### config.mk
export PLATFORM = sky130hd
export DESIGN_NAME = rand_source
export DESIGN_NICKNAME = d
export VERILOG_FILES = /design/src/rtl/rand_pkg.sv /design/src/rtl/lfsr10.sv /design/src/rtl/rand_source.sv
export SDC_FILE = /design/constraint.sdc
export NUM_CORES = 1
export LEC_CHECK = 0
export ABC_CLOCK_PERIOD_IN_PS = 6600
export BUFFER_PORTS_ARGS = -buffer_cell sky130_fd_sc_hd__buf_2
export CORE_MARGIN = 1
export CORE_UTILIZATION = 55
export CTS_CLUSTER_SIZE = 25
export DETAILED_ROUTE_END_ITERATION = 12
export GPL_TIMING_DRIVEN = 0
export PLACE_DENSITY_LB_ADDON = 0.08
export SLEW_MARGIN = 20
export SYNTH_ARGS = -nofsm -noshare
export SYNTH_HDL_FRONTEND = slang
export SYNTH_SLANG_ARGS = --single-unit
### constraint.sdc
create_clock -name clk -period 6.6 [get_ports clk]
set_input_delay 1.65 -clock clk [delete_from_list [all_inputs] [get_ports clk]]
set_output_delay 1.65 -clock clk [all_outputs]
set_load 0.02 [all_outputs]
### src/rtl/rand_pkg.sv
// Shared types and constants for the pseudo-random operand source.
package rand_pkg;

  localparam int LFSR_W = 10;
  localparam int TAP_HI = 9;
  localparam int TAP_LO = 6;
  localparam logic [LFSR_W-1:0] LFSR_NONZERO = 10'h001;

  typedef enum logic [1:0] {
    IDLE,
    COUNT,
    PENDING
  } state_e;

  // Fibonacci step for x^10 + x^7 + 1.
  function automatic logic [LFSR_W-1:0] lfsr_next(input logic [LFSR_W-1:0] q);
    return {q[LFSR_W-2:0], q[TAP_HI] ^ q[TAP_LO]};
  endfunction

endpackage

### src/rtl/lfsr10.sv
// 10-bit Fibonacci LFSR with a synchronous load that can never lock up at zero.
module lfsr10
  import rand_pkg::*;
(
  input  logic              clk,
  input  logic              Reset,
  input  logic              step,
  input  logic              load,
  input  logic [LFSR_W-1:0] load_val,
  output logic [LFSR_W-1:0] q
);

  logic [LFSR_W-1:0] q_q;
  logic [LFSR_W-1:0] q_d;

  always_comb begin
    q_d = q_q;
    if (load) begin
      q_d = (load_val == '0) ? LFSR_NONZERO : load_val;
    end else if (step) begin
      q_d = lfsr_next(q_q);
    end
  end

  // NOTE: sequential state uses non-blocking assignments so every register samples pre-edge values.
  always_ff @(posedge clk or negedge Reset) begin
    if (!Reset) begin
      q_q <= LFSR_NONZERO;
    end else begin
      q_q <= q_d;
    end
  end

  assign q = q_q;

endmodule

### src/rtl/rand_source.sv
// Periodic sampler: captures the free-running LFSR into A every max(period,1) cycles,
// deferring a due sample while freeze is high.
module rand_source
  import rand_pkg::*;
#(
  parameter int PER_W = 16
) (
  input  logic              clk,
  input  logic              Reset,
  input  logic              enable,
  input  logic              freeze,
  input  logic              seed_load,
  input  logic [LFSR_W-1:0] seed,
  input  logic [PER_W-1:0]  period,
  output logic [LFSR_W-1:0] A,
  output logic              A_valid
);

  state_e            state_q, state_d;
  logic [PER_W-1:0]  cnt_q, cnt_d;
  logic [LFSR_W-1:0] a_q, a_d;
  logic              a_valid_q, a_valid_d;
  logic [LFSR_W-1:0] lfsr_q;
  logic [PER_W-1:0]  reload_val;
  logic              capture;

  lfsr10 u_lfsr (
    .clk      (clk),
    .Reset    (Reset),
    .step     (enable),
    .load     (seed_load),
    .load_val (seed),
    .q        (lfsr_q)
  );

  // A period of 0 behaves as 1, so the terminal count is max(period,1)-1.
  assign reload_val = (period == '0) ? '0 : period - PER_W'(1);

  // NOTE: every variable gets a default first so no path through the case infers a latch.
  always_comb begin
    state_d   = state_q;
    cnt_d     = cnt_q;
    capture   = 1'b0;
    unique case (state_q)
      IDLE: begin
        if (enable) begin
          state_d = COUNT;
          cnt_d   = reload_val;
        end
      end
      COUNT: begin
        if (!enable) begin
          state_d = IDLE;
        end else if (cnt_q != '0) begin
          cnt_d = cnt_q - PER_W'(1);
        end else if (!freeze) begin
          capture = 1'b1;
          cnt_d   = reload_val;
        end else begin
          state_d = PENDING;
        end
      end
      PENDING: begin
        if (!enable) begin
          state_d = IDLE;
        end else if (!freeze) begin
          capture = 1'b1;
          cnt_d   = reload_val;
          state_d = COUNT;
        end
      end
      default: state_d = IDLE;
    endcase

    // A seed load restarts the sample interval regardless of FSM activity.
    if (seed_load) begin
      cnt_d = reload_val;
    end

    a_d       = capture ? lfsr_q : a_q;
    a_valid_d = capture;
  end

  always_ff @(posedge clk or negedge Reset) begin
    if (!Reset) begin
      state_q   <= IDLE;
      cnt_q     <= '0;
      a_q       <= '0;
      a_valid_q <= 1'b0;
    end else begin
      state_q   <= state_d;
      cnt_q     <= cnt_d;
      a_q       <= a_d;
      a_valid_q <= a_valid_d;
    end
  end

  assign A       = a_q;
  assign A_valid = a_valid_q;

endmodule

Yosys cells after proc, flatten, opt, wreduce, memory -nomap -nowiden
Index checks and enable logic that the tools add are counted.
Cells by class
  add/subtract/negate cells: 2
  multiplexer cells: 23
  div/mod/pow operators: 0
  bitwise operators: 1
  $mul: 0
  $lt $le $gt $ge: 0
  shift-type cells: 0
  eq/ne operators: 9
  reduce and logical (&&, ||, !) cells: 8
Operators by type and width (number)
  16-bit two-way mux: 7
  16-bit case mux with 3 select lines: 1
  16-bit by 1-bit subtractor with 16-bit output (second input constant): 2
  10-bit two-way mux: 3
  3-bit inequality test (second input constant): 6
  16-bit logical NOT: 1
  16-bit nonzero test: 1
  2-bit two-way mux: 6
  10-bit logical NOT: 1
  4-bit AND reduction: 2
  2-bit case mux with 3 select lines: 1
  1-bit two-way mux: 4
  4-bit nonzero test: 1
  2-bit by 1-bit equality test with 1-bit output (second input constant): 1
  2-bit equality test (second input constant): 1
  2-bit logical NOT: 1
  2-bit inequality test (second input constant): 1
  1-bit case mux with 2 select lines: 1
  2-bit nonzero test: 1
  1-bit bitwise XOR: 1
Storage, ports and cells
  input port bits: 31
  output and inout bits: 11
  memories kept: 0
  flip-flop bits (word level): 39
  logic and storage cells: 48
  memory bits (read-only): 0
  bits in writable memories: 0
  bits in latches: 0

Logic depth before layout (Yosys ltp)
  word-level depth: 7
  gate-level depth with buffers: 9
  gate-level depth less buffers: 8

Cells and area by module
From an unflattened synthesis, not the netlist that was laid out.
Second synthesis, totals
  cell total of the unflattened synthesis: 332
  area total of the unflattened synthesis: 2781.4 um^2
Modules (own cells, without submodules)
  rand_source: cells each 284, area each 2287.2 um^2, sequential area each 725.7 um^2, times used 1
  lfsr10: cells each 48, area each 494.2 um^2, sequential area each 251.5 um^2, times used 1

Worst setup path after synthesis
No wires, ideal clock.
  kind: input port to flip-flop
  from: in period[0]
  to: reg cnt_q[10]
  slack: 2.793 ns
  data arrival time: 3.686 ns
  setup time: 0.121 ns
  cell stages on the path: 9
  buffers on the path: 1
  cell sequence: inv_1 -> ha_1 -> or3b_4 -> or4_4 -> buf_6 -> or4_4 -> mux2i_1 -> a22oi_1 -> a22o_1
On the way
  longest elaborated chain between the ends: 7
  elaborated cells between the ends (all ways): 10
  those cells by class: add/sub: 1; mux: 8; reduce/logical: 1
Ends and longest elaborated chain
  from (decl): line rand_source.sv:14  | input logic [PER_W-1:0] period,
  16-bit by 1-bit subtractor with 16-bit output or 16-bit logical NOT (tied branches): line rand_source.sv:37  | assign reload_val = (period == '0) ? '0 : period - PER_W'(1);
  16-bit two-way mux *: line rand_source.sv:37
  16-bit two-way mux: line rand_source.sv:56, rand_source.sv:66
  16-bit two-way mux: line rand_source.sv:54  | end else if (cnt_q != '0) begin
  16-bit two-way mux: line rand_source.sv:52  | if (!enable) begin
  16-bit case mux with 3 select lines: line rand_source.sv:44  | unique case (state_q)
  16-bit two-way mux *: line rand_source.sv:76  | if (seed_load) begin
  to (signal assigned): line rand_source.sv:92  | cnt_q <= cnt_d;
  to (decl): line rand_source.sv:20  | logic [PER_W-1:0] cnt_q, cnt_d;
Every way passes the cells marked *; elsewhere a longest branch is shown, timed or not. The select of a mux whose other input is x is not followed.
A chain may end at the register's enable or synchronous reset.

Worst setup path after layout
Same ends and word-level chain as after synthesis.

==> metrics.md <==
| Metric | Value |
|---|---|
| Final count of hold timing violations | 0 |
| Tmin final | between 3000 and 4000 ps |
| First-pass GRT wire length | 11.9 mm |
| Max-slew violations | 0 |
| Outcome | finished, final reports clean |
| Critical Path AT | roughly 4000 ps |
| Hold Crit Class | flip-flop to flip-flop |
| Startpoint Class | primary input |
| Sequential fraction of the synthesis area | a little over a third |
| Synth top area share | a little over a third |
| TritonRoute pass-1 iters | 5 |
| Setup bufs post-CTS | 0 |
| Max Cap Viol | 0 |
| Antenna violations before repair | 0 |
| Layout cells sized above 1 | approximately a fifth |
| Root Driver | clkbuf_8 |
| Filler instances | between 400 and 500 |
| Yosys cell types | 53 |
| Register bit total from synthesis | 39 |
| Area post-placement | around 3000 um^2 |
| Vias in the first global route | approximately 2,500 |
| Die Y | just over 70 um |
| Final WS setup | 2800 ps |
| CP Class | primary input to flip-flop |
| Routed vias | approximately 2,600 |
| Worst setup EP type | flip-flop |
| Worst-skew pair later-pin latency | around 300 ps |
| Top-count cell post-synth | dfrtp_1 |
| Largest net degree at the start of global routing | 40 |
| Layout Nets | roughly 390 |
| Sink Count | 39 |
| FFs w/ async S/R, synth | between 90% and 100% |
| Synth cell count leaders | 38 x dfrtp_1, 33 x nand2_1, 29 x o21ai_0 |
| Clk slew on worst S/H paths | ~80 ps |
| Area of the mapped netlist | ~2700 um^2 |
| Die X | between 70 and 80 um |
| Post-place setup slack | 2500 ps |
| CTS resizes | 0 |
| Vias per Instance | roughly 6.3 |
| Worst slew margin | 36.7% |
| Synth area leaders | dfrtp_1 35%, o21ai_0 5.3%, nand2_1 4.6%, mux2i_1 4.4%, mux2_2 4.1% |
| Leak pwr | about 1.3 nW |
| Unrepaired setup endpoints after global routing | false |
| WP data required | a little under 7000 ps |
| Antenna Diode Count | 0 |
| Total track usage | between 20% and 30% |
| Area delta synth->final | 14.4% |
| Mean Syn Cell Area | 8.76 um^2 |
| Total die area | between 5000 and 6000 um^2 |
| Synth area leader | dfrtp_1 |
| DRC | 0 |
| VDD IR max | approximately 0.00025 V |
| Grt ovf | 0 |
| CORE AREA | about 4700 um^2 |
| Clk_skew | ~8.1 ps |
| Ys Warns | 0 |
| Cts bufs inserted | 5 |
| Final wirelength | 7.23 mm |
| Net Count, Synth | 348 |
| Mapped Cells | 310 |
| Worst Max-Slew Pin Slew | approximately 940 ps |
| Pwr Density | 386 nW/um^2 |
| Final Setup Violations | 0 |
| Gpl congestion | 1.00 |
| Post-route cell area | ~3100 um^2 |
| Fin Setup TNS | 0 ps |
| Number of routed nets with antenna violations | 0 |
| Htree depth | 2 |
| DRT iter0 DRCs | about 300 |
| TritonCTS clock tree | done |
| Wire per inst | between 15 and 20 um |
| Primary FF master, synth | dfrtp_1 |
| Crit Path Max Fanout | 8 |
| Ports | between 40 and 50 |
| EDFF count, synth | 0 |
| Fmax | around 260 MHz |
| # port buffers | 38 |
| Final core utilization | between 60 and 70% |
| FP Rows | 25 |
| Starting Density | between 50% and 60% |
| CTS Buffer Depth | 2 |
| Final period util | 57.6% |
| Detail Placement HPWL | 5.24 mm |
| Hold buffer count at cts | 0 |
[stage by stage]
| stage | power (mW) | hold WS [ps] | std cells |
|---|---|---|---|
| after floorplan | 0.804 | 501 | 310 |
| after CTS | 1.18 | 509 | 423 |
| after detailed placement | 0.968 | 490 | 415 |
| after global placement | 0.954 | 484 | 415 |
| final | 1.20 | 502 | 423 |
| after global routing | 1.28 | 512 | 423 |
[routing by layer]
layer	part of all wire, %	vias to the layer above	GRT usage [%]
met5	0	-	0
met4	2.0	0	11.3
met3	6.4	17	5.83
met2	44	100	43.3
met1	48	1270	43.3
li1	-	1257	-
[cells in the final DEF, fill, tap and decap left out, types with 3 or more instances in the layout]
cell / synthesis / layout
clkbuf_8: 0 / 6
dfrtp_1: 38 / 38
ha_1: 7 / 7
mux2_2: 10 / 10
nor4_1: 9 / 9
o22ai_1: 4 / 4
o21a_1: 3 / 3
or4_1: 5 / 5
xor2_1: 4 / 4
nand2_1: 33 / 33
a31oi_1: 5 / 5
nor2b_1: 3 / 3
buf_2: 4 / 42
inv_1: 10 / 10
clkbuf_1: 10 / 10
nor3_1: 10 / 10
nand3_1: 5 / 5
mux2i_1: 12 / 12
xnor2_1: 10 / 10
a41oi_1: 3 / 3
a22oi_1: 4 / 4
nor2_1: 23 / 23
o21ai_0: 29 / 29
or3_1: 6 / 6
a21oi_1: 15 / 15
or4_4: 3 / 3
o211ai_1: 7 / 7
o221ai_1: 3 / 3
[final timing paths]
check	startpoint	to	slack [ps]	depth (start not counted)
setup / recovery	period[0]	cnt_q[10]$_DFFE_PN0P_	2800	10
hold / removal	A[8]$_DFFE_PN0P_	A[8]$_DFFE_PN0P_	500	1
setup reg to reg	cnt_q[0]$_DFFE_PN0P_	cnt_q[3]$_DFFE_PN0P_	3580	8
hold reg to reg	A[8]$_DFFE_PN0P_	A[8]$_DFFE_PN0P_	500	1
max in group asynchronous	Reset	A[3]$_DFFE_PN0P_	4580	1
min in group asynchronous	Reset	cnt_q[13]$_DFFE_PN0P_	1470	1
[critical path: stages]
cell,delay (ps)
buf_2,110
inv_1,50
ha_1,170
or3b_4,400
or4_4,420
buf_6,150
or4_4,420
mux2i_1,250
a22oi_1,100
a22o_1,250
[cell families after synthesis]
kind of cell             Yosys count  synth area share (%)
AND/OR/NAND/NOR                  110                  21.0
AO/OA/AOI/OAI                     92                  22.7
flip-flops                        39                  36.0
buffers and inverters             26                  4.06
multiplexers                      22                  8.57
XOR/XNOR                          14                  4.52
adder cells (fa/ha/maj)            7                  3.23
[cell type report]
class                           count  area, um^2  share of cell area (%)
Buffer                             16        72.6                    2.34
Clock buffer                        6        82.6                    2.66
Clock inverter                      2        35.0                    1.13
Inverter                           10        37.5                    1.21
Multi-Input combinational cell    245        1630                    52.4
Sequential cell                    39         977                    31.5
Tap cell                           67        83.8                    2.70
Timing Repair Buffer               38         190                    6.12
[state kept, by name, indices dropped and copies added, names as in the netlist]
name,cells
A,10
A_valid,1
cnt_q,16
state_q,2
u_lfsr.q,10
[power breakdown]
part	internal (mW)	switching (mW)
Combinational	0.223	0.346
Clock	0.122	0.0904
Sequential	0.323	0.0946
Total	0.668	0.531
Note: power is estimated with default switching activity, not from simulation.
